`config.mk`:
```
export PLATFORM = sky130hd
export DESIGN_NAME = inst_fetch_flat
export DESIGN_NICKNAME = d
export VERILOG_FILES = /design/src/rtl/rv_pkg.sv /design/src/rtl/inst_fetch_if.sv /design/src/rtl/fetch_skid_buf.sv /design/src/rtl/inst_fetch.sv /design/src/flat_wrapper.sv
export SDC_FILE = /design/constraint.sdc
export NUM_CORES = 1
export LEC_CHECK = 0
export ABC_CLOCK_PERIOD_IN_PS = 2660
export BUFFER_PORTS_ARGS = -buffer_cell sky130_fd_sc_hd__buf_2
export CAP_MARGIN = 20
export CELL_PAD_IN_SITES_DETAIL_PLACEMENT = 0
export CELL_PAD_IN_SITES_GLOBAL_PLACEMENT = 2
export CORE_MARGIN = 3
export CORE_UTILIZATION = 35
export CTS_BUF_LIST = sky130_fd_sc_hd__clkbuf_4
export CTS_CLUSTER_SIZE = 8
export DETAILED_ROUTE_END_ITERATION = 10
export GPL_ROUTABILITY_DRIVEN = 0
export PLACE_DENSITY = 0.84
export SKIP_LAST_GASP = 1
export SYNTH_ARGS = -nofsm -noshare
export SYNTH_HDL_FRONTEND = slang
export SYNTH_SLANG_ARGS = --single-unit
```
`constraint.sdc`:
```
create_clock -name i_clk -period 2.66 [get_ports i_clk]
set_input_delay 0.133 -clock i_clk [delete_from_list [all_inputs] [get_ports i_clk]]
set_output_delay 0.133 -clock i_clk [all_outputs]
set_load 0.005 [all_outputs]
```
`src/rtl/rv_pkg.sv`:
```
// Shared RV32I definitions: opcodes, the canonical NOP,
// fetch FSM encoding and the fetch-to-decode packet.
package rv_pkg;

  localparam logic [6:0] OP_LUI    = 7'b0110111;
  localparam logic [6:0] OP_AUIPC  = 7'b0010111;
  localparam logic [6:0] OP_JAL    = 7'b1101111;
  localparam logic [6:0] OP_JALR   = 7'b1100111;
  localparam logic [6:0] OP_BRANCH = 7'b1100011;
  localparam logic [6:0] OP_LOAD   = 7'b0000011;
  localparam logic [6:0] OP_STORE  = 7'b0100011;
  localparam logic [6:0] OP_IMM    = 7'b0010011;
  localparam logic [6:0] OP_REG    = 7'b0110011;
  localparam logic [6:0] OP_FENCE  = 7'b0001111;
  localparam logic [6:0] OP_SYSTEM = 7'b1110011;

  localparam logic [31:0] NOP = 32'h0000_0013;

  typedef enum logic [1:0] {
    S_REQ  = 2'd0,
    S_WAIT = 2'd1,
    S_HOLD = 2'd2,
    S_DROP = 2'd3
  } fetch_state_t;

  typedef struct packed {
    logic [31:0] inst;
    logic [31:0] pc;
  } fetch_pkt_t;

  function automatic logic [31:0] word_align(
    input logic [31:0] a
  );
    return {a[31:2], 2'b00};
  endfunction

endpackage

```
`src/rtl/inst_fetch_if.sv`:
```
// Fetch-stage bus: imem req/ready + rvalid on one side,
// valid/ready toward decode on the other.
interface inst_fetch_if;

  logic        o_imem_req;
  logic [31:0] o_imem_addr;
  logic        i_imem_ready;
  logic        i_imem_rvalid;
  logic [31:0] i_imem_rdata;

  logic        i_id_ready;
  logic        o_valid;
  logic [31:0] o_inst;
  logic [31:0] o_pc;

  modport master (
    output o_imem_req,
    output o_imem_addr,
    input  i_imem_ready,
    input  i_imem_rvalid,
    input  i_imem_rdata,
    input  i_id_ready,
    output o_valid,
    output o_inst,
    output o_pc
  );

  modport slave (
    input  o_imem_req,
    input  o_imem_addr,
    output i_imem_ready,
    output i_imem_rvalid,
    output i_imem_rdata,
    output i_id_ready,
    input  o_valid,
    input  o_inst,
    input  o_pc
  );

endinterface

```
`src/rtl/fetch_skid_buf.sv`:
```
// Output register plus one skid entry between fetch and decode.
// Flush drops both entries; o_inst reads NOP while empty.
module fetch_skid_buf
  import rv_pkg::*;
#(
  parameter logic [31:0] NOP_INST = NOP
) (
  input  logic       clk,
  input  logic       rst,
  input  logic       flush,
  input  logic       in_valid,
  input  fetch_pkt_t in_pkt,
  input  logic       out_ready,
  output logic       out_valid,
  output fetch_pkt_t out_pkt
);

  logic       skid_valid;
  fetch_pkt_t skid_pkt;
  logic       take;

  assign take = out_valid && out_ready;

  always_ff @(posedge clk) begin
    if (rst) begin
      out_valid  <= 1'b0;
      out_pkt    <= '{inst: NOP_INST, pc: 32'h0};
      skid_valid <= 1'b0;
      skid_pkt   <= '0;
    end else if (flush) begin
      out_valid    <= 1'b0;
      out_pkt.inst <= NOP_INST;
      skid_valid   <= 1'b0;
    end else if (skid_valid) begin
      // Upstream never produces while the skid is occupied
      if (take) begin
        out_pkt    <= skid_pkt;
        skid_valid <= 1'b0;
      end
    end else if (in_valid) begin
      if (!out_valid || take) begin
        out_valid <= 1'b1;
        out_pkt   <= in_pkt;
      end else begin
        skid_valid <= 1'b1;
        skid_pkt   <= in_pkt;
      end
    end else if (take) begin
      out_valid    <= 1'b0;
      out_pkt.inst <= NOP_INST;
    end
  end

endmodule

```
`src/rtl/inst_fetch.sv`:
```
// Instruction fetch: PC, single-outstanding imem request FSM,
// redirect with stale-response squash, skid-buffered output.
module inst_fetch
  import rv_pkg::*;
#(
  parameter logic [31:0] RESET_PC = 32'h0000_0000,
  parameter logic [31:0] NOP_INST = NOP
) (
  input  logic         i_clk,
  input  logic         i_rst,
  inst_fetch_if.master bus,
  input  logic         i_redirect,
  input  logic [31:0]  i_redirect_pc,
  output logic         o_misalign
);

  fetch_state_t state;
  logic [31:0]  pc;
  logic [31:0]  req_pc;
  logic         req;
  logic         accept;
  logic         rvalid;
  logic         take;
  logic         to_out;
  logic         out_valid;
  fetch_pkt_t   rsp_pkt;
  fetch_pkt_t   out_pkt;

  assign req     = (state == S_REQ) && !i_rst;
  assign accept  = req && bus.i_imem_ready;
  assign rvalid  = bus.i_imem_rvalid;
  assign take    = out_valid && bus.i_id_ready;
  assign to_out  = rvalid && (state == S_WAIT) && !i_redirect;
  assign rsp_pkt = '{inst: bus.i_imem_rdata, pc: req_pc};

  assign bus.o_imem_req  = req;
  assign bus.o_imem_addr = pc;
  assign bus.o_valid     = out_valid;
  assign bus.o_inst      = out_pkt.inst;
  assign bus.o_pc        = out_pkt.pc;

  always_ff @(posedge i_clk) begin
    if (i_rst) begin
      state      <= S_REQ;
      pc         <= RESET_PC;
      req_pc     <= RESET_PC;
      o_misalign <= 1'b0;
    end else if (i_redirect) begin
      pc <= word_align(i_redirect_pc);
      if (i_redirect_pc[1:0] != 2'b00)
        o_misalign <= 1'b1;
      // Anything in flight belongs to the old path
      unique case (state)
        S_REQ:  state <= accept ? S_DROP : S_REQ;
        S_WAIT: state <= rvalid ? S_REQ : S_DROP;
        S_HOLD: state <= S_REQ;
        S_DROP: state <= rvalid ? S_REQ : S_DROP;
      endcase
    end else begin
      unique case (state)
        S_REQ: begin
          if (accept) begin
            req_pc <= pc;
            state  <= S_WAIT;
          end
        end
        S_WAIT: begin
          if (rvalid) begin
            pc    <= req_pc + 32'd4;
            state <= (!out_valid || take) ? S_REQ : S_HOLD;
          end
        end
        S_HOLD: begin
          if (take)
            state <= S_REQ;
        end
        S_DROP: begin
          if (rvalid)
            state <= S_REQ;
        end
      endcase
    end
  end

  fetch_skid_buf #(
    .NOP_INST (NOP_INST)
  ) u_skid (
    .clk       (i_clk),
    .rst       (i_rst),
    .flush     (i_redirect),
    .in_valid  (to_out),
    .in_pkt    (rsp_pkt),
    .out_ready (bus.i_id_ready),
    .out_valid (out_valid),
    .out_pkt   (out_pkt)
  );

endmodule

```
`src/flat_wrapper.sv`:
```
// flat-port wrapper written by rule: the top's interface ports become plain ports
module inst_fetch_flat import rv_pkg::*;
#(
  parameter logic [31:0] RESET_PC = 32'h0000_0000,
  parameter logic [31:0] NOP_INST = NOP
)
  (i_clk, i_rst, i_redirect, i_redirect_pc, o_misalign, bus_o_imem_req, bus_o_imem_addr, bus_i_imem_ready, bus_i_imem_rvalid, bus_i_imem_rdata, bus_i_id_ready, bus_o_valid, bus_o_inst, bus_o_pc);
  inst_fetch_if bus_i ();
  input  logic i_clk;
  input  logic i_rst;
  input  logic i_redirect;
  input  logic [31:0] i_redirect_pc;
  output logic o_misalign;
  output wire logic [$bits(bus_i.o_imem_req)-1:0] bus_o_imem_req;
  output wire logic [$bits(bus_i.o_imem_addr)-1:0] bus_o_imem_addr;
  input wire logic [$bits(bus_i.i_imem_ready)-1:0] bus_i_imem_ready;
  input wire logic [$bits(bus_i.i_imem_rvalid)-1:0] bus_i_imem_rvalid;
  input wire logic [$bits(bus_i.i_imem_rdata)-1:0] bus_i_imem_rdata;
  input wire logic [$bits(bus_i.i_id_ready)-1:0] bus_i_id_ready;
  output wire logic [$bits(bus_i.o_valid)-1:0] bus_o_valid;
  output wire logic [$bits(bus_i.o_inst)-1:0] bus_o_inst;
  output wire logic [$bits(bus_i.o_pc)-1:0] bus_o_pc;
  assign bus_o_imem_req = bus_i.o_imem_req;
  assign bus_o_imem_addr = bus_i.o_imem_addr;
  assign bus_i.i_imem_ready = bus_i_imem_ready;
  assign bus_i.i_imem_rvalid = bus_i_imem_rvalid;
  assign bus_i.i_imem_rdata = bus_i_imem_rdata;
  assign bus_i.i_id_ready = bus_i_id_ready;
  assign bus_o_valid = bus_i.o_valid;
  assign bus_o_inst = bus_i.o_inst;
  assign bus_o_pc = bus_i.o_pc;
  inst_fetch #(.RESET_PC(RESET_PC), .NOP_INST(NOP_INST)) u_core (.i_clk(i_clk), .i_rst(i_rst), .bus(bus_i), .i_redirect(i_redirect), .i_redirect_pc(i_redirect_pc), .o_misalign(o_misalign));
endmodule
```
# [After elaboration in Yosys (flattened, before gate mapping)]
# Cells that the tools add are included.
[totals] reg_bits=197 input_bits=70
[op_classes] eq_ne=10 mux=26 reduce_logical=27 bitwise=3 n_addsub=1
[ops] cell="$mux 32" count=6
[ops] cell="$mux 64" count=3
[ops] cell="$add 32x3->32 const B" count=1
[ops] cell="$mux 2" count=8
[ops] cell="$ne 3x3->1 const B" count=4
[ops] cell="$reduce_and 4->1" count=3
[ops] cell="$reduce_bool 2->1" count=6
[ops] cell="$reduce_and 3->1" count=3
[ops] cell="$pmux 2 s4" count=1
[ops] cell="$mux 1" count=7
[ops] cell="$pmux 2 s3" count=1
[ops] cell="$reduce_and 2->1" count=3
[ops] cell="$logic_and 1x1->1" count=5
[ops] cell="$eq 2x2->1 const B" count=2
[ops] cell="$reduce_or 2->1" count=2
[ops] cell="$logic_not 1->1" count=3
[ops] cell="$ne 3x2->1 const B" count=1
[ops] cell="$not 1->1" count=3
[ops] cell="$eq 2x1->1 const B" count=1
[ops] cell="$logic_not 2->1" count=1
[ops] cell="$ne 2x1->1 const B" count=1
[ops] cell="$ne 2x2->1 const B" count=1
[ops] cell="$logic_or 1x1->1" count=1

# [Depth between registers and ports, before layout]
# Gate-level depths: netlist of run 1.
[depth] depth_word=6 depth_mapped=8 mapped_depth_nobuf=6

# [Hierarchy]
# Synthesis of run 1 repeated with hierarchy kept, for this count alone.
[hier_totals] hier_cells=1082 area_unflattened_um2=9666.8
[modules_own_cells] mod="fetch_skid_buf" area_per_inst_um2=6376.1 instances=1 cells_per_inst=654
[modules_own_cells] mod="inst_fetch" area_per_inst_um2=3290.7 instances=1 cells_per_inst=428

# [Least setup slack after synthesis of run 1]
# Ideal clock, no wire load.
[synth_timing] kind="flip-flop to flip-flop" from="reg u_core.state[0]" to="reg, netlist name u_core.u_skid.out_pkt[32]" path_buffers=2 setup_ps=133 period_less_slack_ps=1814 slack_ps=846 stages_incl_launch_ff=8 arrival_ps=1681 path_cell_list="dfxtp_1 -> nand3b_4 -> nor3_1 -> buf_2 -> buf_2 -> mux2_2 -> o221ai_1 -> nand2_1"
[synth_between] elab_chain_len=5 word_cells_on_any_way=8 classes_between="eq/ne: 2; mux: 2; reduce/logical: 4"
[synth_lines] item="start: declaration" line="inst_fetch.sv:17" rtl="fetch_state_t state;"
[synth_lines] item="start signal: assignment" line="inst_fetch.sv:54" rtl="S_REQ: state <= accept ? S_DROP : S_REQ;"
[synth_lines] item="start signal: assignment" line="inst_fetch.sv:55" rtl="S_WAIT: state <= rvalid ? S_REQ : S_DROP;"
[synth_lines] item="start signal: assignment" line="inst_fetch.sv:57" rtl="S_DROP: state <= rvalid ? S_REQ : S_DROP;"
[synth_lines] item="$eq 2x1->1 *" line="inst_fetch.sv:33" rtl="assign to_out = rvalid && (state == S_WAIT) && !i_redirect;"
[synth_lines] item="$logic_and 1x1->1 * (2 in series)" line="inst_fetch.sv:33"
[synth_lines] item="$ne 3x3->1 (no line), or another cell as far along"
[synth_lines] item="$reduce_and 3->1 (no line) or $mux 64 (tied branches)"
# Mark *: on every way between the ends. The rest lies on a longest branch, timed or not.
# A chain may end at the register's enable or synchronous reset.

# [Final worst setup path of run 1]
[layout_timing] from="reg u_core.req_pc[2]" to="reg u_core.pc[8] (netlist: u_core.bus.o_imem_addr[8])"
[layout_between] elab_chain_len=4
[layout_lines] item="start: declaration" line="inst_fetch.sv:19" rtl="logic [31:0] req_pc;"
[layout_lines] item="start signal: assignment" line="inst_fetch.sv:63" rtl="req_pc <= pc;"
[layout_lines] item="$add 32x3->32" line="inst_fetch.sv:69" rtl="pc <= req_pc + 32'd4;"
[layout_lines] item="$mux 32" line="inst_fetch.sv:68" rtl="if (rvalid) begin"
[layout_lines] item="$mux 32" line="inst_fetch.sv:60" rtl="unique case (state)"
[layout_lines] item="$mux 32" line="inst_fetch.sv:48" rtl="end else if (i_redirect) begin"
[layout_lines] item="end signal: assignment" line="inst_fetch.sv:49" rtl="pc <= word_align(i_redirect_pc);"
[layout_lines] item="end signal: assignment" line="inst_fetch.sv:69"
[layout_lines] item="end: declaration" line="inst_fetch.sv:18" rtl="logic [31:0] pc;"
# No other way between the ends. The select of a mux whose other input is x is not followed.

==> results of run 1 <==
area by class of cell:
class | instances | share of cell area, %
multi-input cells | 839 | 41.2
flip-flops and latches | 197 | 36.2
repair buffers | 261 | 15.9
well taps | 324 | 3.71
clock inverters | 12 | 1.41
clock buffers | 20 | 1.38
inverters | 6 | 0.206
diodes | 1 | 0.0229
logic make-up (layout without fill, tap and decap cells):
logic type,count (synthesis),count (layout),synth area share [%]
fa+ha+maj,1,1,0.141
other cells,0,1,0
mux,60,60,7.16
buf+inv,104,299,4.93
simple gates,485,485,23.6
compound gates,270,270,17.4
flops,197,197,44.5
xor+xnor,23,23,2.27
metrics by stage:
step                total power, W  instances  hold slack [ns]
global placement           0.00357       1559            0.370
floorplan                  0.00335       1140            0.269
finish                     0.00532       1660           0.0846
detailed placement         0.00357       1559            0.379
global route               0.00556       1660           0.0665
CTS                        0.00539       1659           0.0370
flip-flops by register name, summed over array words and instances (netlist names):
register                  flops
u_core.u_skid.out_valid       1
u_core.o_misalign             1
u_core.req_pc                32
u_core.u_skid.skid_pkt       64
u_core.u_skid.skid_valid      1
u_core.u_skid.out_pkt        64
u_core.state                  2
u_core.bus.o_imem_addr       32
power by group through the flow:
| stage | clock network [W] | registers [W] | logic (W) |
|---|---|---|---|
| after CTS | 0.00180 | 0.00306 | 0.000524 |
| after floorplan | 0 | 0.00312 | 0.000236 |
| final | 0.00173 | 0.00306 | 0.000519 |
| after global routing | 0.00191 | 0.00307 | 0.000573 |
| after global placement | 0 | 0.00313 | 0.000441 |
| after detailed placement | 0 | 0.00313 | 0.000443 |
worst max path at each step:
stage,from,end,slack [ns],cells after the start
finish,u_core.req_pc[2],u_core.bus.o_imem_addr[8],0.53,7
detailed placement,u_core.req_pc[2],u_core.bus.o_imem_addr[28],0.59,6
global placement,u_core.req_pc[2],u_core.bus.o_imem_addr[28],0.66,6
global route,u_core.req_pc[2],u_core.bus.o_imem_addr[28],0.39,6
CTS,u_core.req_pc[2],u_core.bus.o_imem_addr[8],0.55,7
floorplan,u_core.state[0],u_core.u_skid.out_pkt[32],0.85,7
critical path, delay by kind of cell, from the launching register on:
kind | cells | cell delay (ns)
buffers and inverters | 1 | 0.59
adder cells (fa/ha/maj) | 1 | 0.25
flip-flops | 1 | 0.48
AO/OA/AOI/OAI | 1 | 0.08
AND/OR/NAND/NOR | 3 | 0.50
XOR/XNOR | 1 | 0.14
repair_timing:
item | 4_1_cts | 5_1_grt
hold buffers | 68 | 0
hold endpoints to repair | 97 | 0
setup buffers | 0 | 0
endpoints found under the setup margin | 0 | 0
cells in the final DEF, fill, tap and decap left out, types with 4 or more instances in the layout:
cell,instances
nand2_1,293
dfxtp_1,195
buf_2,167
a21oi_1,155
nor2_1,77
dlygate4sd3_1,68
nand3_1,58
a211oi_1,39
mux2i_1,33
o21ai_0,29
mux2_2,27
buf_4,24
xnor2_1,20
clkbuf_4,20
o22ai_1,19
nor3_1,10
o21ai_1,8
a22oi_1,5
nand3b_1,5
nand4_1,5
nor4_1,5
inv_1,5
nor3_2,4
nor2b_1,4
and4_1,4
o21a_1,4
per-layer routing:
| metal | GRT usage [%] | part of all wire (%) | vias to the layer above |
|---|---|---|---|
| met3 | 3.62 | 5.5 | 17 |
| met4 | 4.04 | 0.96 | 0 |
| met2 | 30.6 | 45 | 213 |
| met1 | 28.5 | 49 | 3931 |
| met5 | 0 | 0 | - |
| li1 | - | - | 4267 |
==> metrics.md, run 1 <==
| Metric | Value |
|---|---|
| Peak supply drop | `0.285 mV` |
| Clk_lat worst skew | `0.58 ns` |
| Part of the power in registers | `57.6%` |
| FF-to-FF Start | `u_core.req_pc[2]` |
| Pre-antenna DRT Iters | `5` |
| Min-delay src | `i_redirect` |
| Post-synth cell types | `47` |
| R2R depth | `7` |
| Syn_area_per_cell | `7.77 µm²` |
| Core ar. | `24600 µm²` |
| DRC viols | `0` |
| Switching portion of total power | `25.9%` |
| Final Max Slew Viols | `0` |
| Hpwl dp | `17200 µm` |
| Die width | `165 µm` |
| CP Cell Sequence | `ha_1 > and4_1 > nand2_1 > xnor2_1 > nor2_1 > o22ai_1 > dlygate4sd3_1` |
| Max cap viols | `0` |
| CTS sink cnt | `197` |
| Area added between synthesis and finish | `23.2%` |
| Actual slew at the worst max-slew pin | `0.989 ns` |
| Starting density of the core | `36.0%` |
| Sw Pwr | `0.00138 W` |
| Rel. slew slack | `34.1%` |
| Final core area utilization | `44.4%` |
| Avg WL per Cell | `16.2 µm` |
| Top cell type's share of synthesized area | `44.5%` |
| Antenna viol nets, final | `0` |
| Setup Skew | `0.0254 ns` |
| Vias in the first global route | `7825` |
| Clock power share | `32.6%` |
| Hold/Removal Path Class | `primary input to register` |
| CTS Buf Count | `17` |
| Final period util | `80.1%` |
| Area of the multi-input gates | `4500 µm²` |
| Antenna violations before repair | `1` |
| Post-route cell area | `10900 µm²` |
| Largest net degree at the start of global routing | `89` |
| Worst R2R End | `u_core.bus.o_imem_addr[8]` |
| Yosys reg bits | `197` |
| Pwr Density | `487 nW/µm²` |
| Synth Net Count | `1211` |
| Type of origin of the critical path | `register` |
| Synth async-reset ratio | `0%` |
| TritonCTS clock tree | `yes` |
| Post-Syn Area | `8860 µm²` |
| Crit path time final | `2.13 ns` |
| Post-CTS Resized | `0` |
| Die area | `27300 µm²` |
| Final WS setup | `0.530 ns` |
| Ports | `169` |
| FP Rows | `57` |
| First-pass GRT wire length | `42400 µm` |
| Largest area contributor in the netlist | `dfxtp_1` |
| Via density | `5.08` |
| Crit-path slowest cell | `dlygate4sd3_1` |
| Crit Path Category | `register to register` |
| Register area | `3950 µm²` |
| Status | `finished, final reports clean` |
| Comb pwr share | `9.8%` |
| Number of synthesized flops with an enable pin | `0` |
| Number of port buffers | `168` |
| Clock Path Buffers | `2` |
| Layout cell share with drive strength beyond 1 | `19.9%` |
| Most used flip-flop cell after synthesis | `dfxtp_1` |
| DP Area | `9930 µm²` |
| Top cells by count, synth | `nand2_1 (294), dfxtp_1 (197), a21oi_1 (155), nor2_1 (77), clkbuf_1 (61)` |
| Post-synthesis sequential area ratio | `44.5%` |
| Final setup violation count | `0` |
| Unrepaired setup endpoints after global routing | `false` |
| H-tree levels | `4` |
| Nets | `1393` |
| Worst-path fanout max | `7` |
| Post-Route Setup TNS | `0 ns` |
| Worst-path clk slew | `0.16 ns` |
| Final hold vios | `0` |
| Iter 0 DRT Violations | `581` |
| Total track usage | `19.6%` |
| DR vias | `8428` |
| Reg2Reg Setup Slack | `0.53 ns` |
| FILL cells | `2563` |
| Hold path endpoint | `u_core.bus.o_imem_addr[7]` |
| CP required | `3.14 ns` |
| Place WS | `0.594 ns` |
| Most frequent cell after synthesis | `nand2_1` |
| Leakage power | `3.81 nW` |
| Die Height | `165 µm` |
| Post-Synthesis Cells | `1140` |
| Crit path largest cell delay | `0.59 ns` |
| Total grt overflow | `0` |
| Synth top area cells | `dfxtp_1 (45%), nand2_1 (12%), a21oi_1 (8.8%)` |
| Root Driver | `clkbuf_4` |
| Worst setup EP type | `register` |
| Hold depth | `4` |
| Worst endpoint data arrival time | `2.61 ns` |
| Synth warn | `0` |
| Maximum clock frequency | `470 MHz` |
| Internal Dissipation | `0.00394 W` |
| Routed Wire Length | `26900 µm` |
(Power assumes the default switching activity.)
==> run 2, diff against run 1 <==
ABC_CLOCK_PERIOD_IN_PS = 2000   (was 2660)
CORE_UTILIZATION = 33   (was 35)
PLACE_DENSITY = 0.79   (was 0.84)
clock period = 2 ns   (was 2.66 ns; I/O delays follow)
==> run 2 against run 1 <==
Total power up 37%. Cell area up 3.6%. Utilization down 1.2 points. Worst hold slack worse by 0.0076 ns. Largest power group unchanged.
==> metrics.md, run 2 (synthesized netlist as in run 1, its figures left out) <==
| Metric | Value |
|---|---|
| Die width | `170 µm (+2.9%)` |
| Final setup violation count | `0 (unchanged)` |
| Final Power | `0.00728 W (+37%)` |
| Crit-path slowest cell | `dfxtp_1` |
| Die area | `28900 µm² (+5.8%)` |
| Leakage power | `4.01 nW (+5.2%)` |
| Via density | `5.03 (-0.91%)` |
| Clk_lat worst skew | `0.59 ns (about the same)` |
| Crit path time final | `1.86 ns (-0.272 ns)` |
| Rel. slew slack | `46.3% (+12 points)` |
| Final hold vios | `0 (unchanged)` |
| Largest net degree at the start of global routing | `74 (-17%)` |
| Area of the multi-input gates | `4510 µm² (+0.42%)` |
| Crit Path Category | `register to register` |
| Antenna viol nets, final | `0 (unchanged)` |
| Pwr Density | `644 nW/µm² (+32%)` |
| Peak supply drop | `0.370 mV (+30%)` |
| Worst setup EP type | `register` |
| Reg2Reg Setup Slack | `0.14 ns (-0.39 ns)` |
| Worst R2R End | `u_core.bus.o_imem_addr[29]` |
| Iter 0 DRT Violations | `452 (-22%)` |
| Antenna violations before repair | `1 (unchanged)` |
| DRC viols | `0 (unchanged)` |
| Crit path largest cell delay | `0.54 ns (-0.05 ns)` |
| Unrepaired setup endpoints after global routing | `false` |
| Register area | `3950 µm² (unchanged)` |
| Top flop regs | `u_core.u_skid.out_pkt x64, u_core.u_skid.skid_pkt x64` |
| Max cap viols | `0 (unchanged)` |
| DR vias | `8568 (+1.7%)` |
| Hpwl dp | `18300 µm (+6.0%)` |
| Worst-path clk slew | `0.18 ns (+0.02 ns)` |
| Area added between synthesis and finish | `27.6%` |
| CP delay by family, top | `simple AND/OR/NAND/NOR gates` |
| H-tree levels | `4 (unchanged)` |
| Layout cell share with drive strength beyond 1 | `22.0% (+2.1 points)` |
| Worst endpoint data arrival time | `2.30 ns (-0.31 ns)` |
| CP Buf/Inv Count | `0 (-1)` |
| Most frequent cells in the layout | `nand2_1 (293), dfxtp_1 (195), buf_2 (167), a21oi_1 (155), nor2_1 (77)` |
| FILL cells | `2708 (+5.7%)` |
| Die Height | `170 µm (+2.9%)` |
| Starting density of the core | `33.8% (-2.2 points)` |
| Vias in the first global route | `8009 (+2.4%)` |
| FF-to-FF Start | `u_core.req_pc[21]` |
| Status | `finished, final reports clean` |
| Min-delay src | `i_redirect_pc[31]` |
| TritonCTS clock tree | `yes` |
| First-pass GRT wire length | `44400 µm (+4.9%)` |
| Ports | `169 (unchanged)` |
| Hold/Removal Path Class | `primary input to register` |
| Final period util | `92.9% (+13 points)` |
| Type of origin of the critical path | `register` |
| Number of port buffers | `168 (unchanged)` |
| Maximum clock frequency | `538 MHz (+15%)` |
| Root Driver | `clkbuf_4` |
| Post-Route Setup TNS | `0 ns (unchanged)` |
| Commonest non-fill, non-tap cell in the layout | `nand2_1` |
| Nets | `1424 (+2.2%)` |
| Routed Wire Length | `28300 µm (+5.1%)` |
| R2R depth | `5 (-2)` |
| CTS Buf Count | `17 (unchanged)` |
| Total grt overflow | `0 (unchanged)` |
| CP required | `2.44 ns (-0.70 ns)` |
| Clock Path Buffers | `2 (unchanged)` |
| Pre-antenna DRT Iters | `5 (unchanged)` |
| Actual slew at the worst max-slew pin | `0.806 ns (-0.183 ns)` |
| FP Rows | `59 (+3.5%)` |
| Final Max Slew Viols | `0 (unchanged)` |
| Total track usage | `19.2% (-0.40 points)` |
| CTS sink cnt | `197 (unchanged)` |
| Hold depth | `5 (+1)` |
| Setup Skew | `0.0412 ns (+0.0159 ns)` |
| Hold path endpoint | `u_core.bus.o_imem_addr[31]` |
| Avg WL per Cell | `16.6 µm (+2.4%)` |
| DP Area | `10300 µm² (+3.4%)` |
| Core ar. | `26200 µm² (+6.5%)` |
| Post-route cell area | `11300 µm² (+3.6%)` |
| Worst-path fanout max | `9 (+2)` |
| CP Cell Sequence | `and4_1 > nand4_1 > nor4_1 > xnor2_1 > o22ai_1` |
[run 2: cell types whose count changed in the layout (fill, tap and decap cells not counted), sizes merged]
cell / delta
clkinv: -2
diode: +1
buf: +31
inv: +4
clkinvlp: +1
clkbuf: -3
[run 2: layout make-up]
cell class	instances	area share, %
sequential	197	34.9
inverter	6	0.199
multi-input combinational	839	39.9
clock inverter	15	1.87
tap	335	3.71
antenna	2	0.0443
clock buffer	17	1.13
timing repair buffer	292	18.2
[run 2: worst max-delay path by stage]
stage | startpoint | end | slack, ns | depth (start not counted)
after floorplan | u_core.state[0] | u_core.u_skid.out_pkt[32] | 0.19 | 7
after global placement | u_core.req_pc[2] | u_core.bus.o_imem_addr[28] | 0.12 | 6
after detailed placement | u_core.req_pc[3] | u_core.bus.o_imem_addr[30] | 0.12 | 6
after CTS | u_core.req_pc[3] | u_core.bus.o_imem_addr[28] | 0.06 | 6
after global routing | u_core.req_pc[21] | u_core.bus.o_imem_addr[29] | 0.01 | 5
final | u_core.req_pc[21] | u_core.bus.o_imem_addr[29] | 0.14 | 5
[run 2: stage by stage]
stage | instances | util (%) | setup WS [ns] | hold WS (ns)
final | 1703 | 43.1 | 0.143 | 0.0770
after floorplan | 1140 | - | 0.186 | 0.236
after global placement | 1601 | 39.2 | 0.123 | 0.327
after global routing | 1703 | 43.1 | 0.0127 | 0.0464
after CTS | 1701 | 43.1 | 0.0575 | 0.0124
after detailed placement | 1601 | 39.2 | 0.115 | 0.330
[run 2: worst reg2reg max path, stage by stage (launching register included)]
cell and delay, ns:
dfxtp_1 0.54, and4_1 0.33, nand4_1 0.24, nor4_1 0.36, xnor2_1 0.16, o22ai_1 0.09
[run 2: metal layers]
metal  GRT usage [%]  up-vias  wire length (µm)
met5               0        -                 0
met4            3.45        0               188
met3            3.16       12              1250
met2            31.0      194             13000
met1            27.5     4026             13800
li1                -     4336                 -
[run 2: power breakdown]
| group | total, W | internal (W) | switching (W) |
|---|---|---|---|
| registers | 0.00407 | 0.00401 | 0.0000604 |
| clock network | 0.00248 | 0.000927 | 0.00155 |
| logic | 0.000737 | 0.000341 | 0.000396 |
[run 2: timing repair]
item / 4_1_cts / 5_1_grt
hold buffers: 68 / 0
gates resized for setup: 0 / 3
setup buffers: 0 / 0
hold endpoints to repair: 113 / 0
endpoints found under the setup margin: 0 / 4
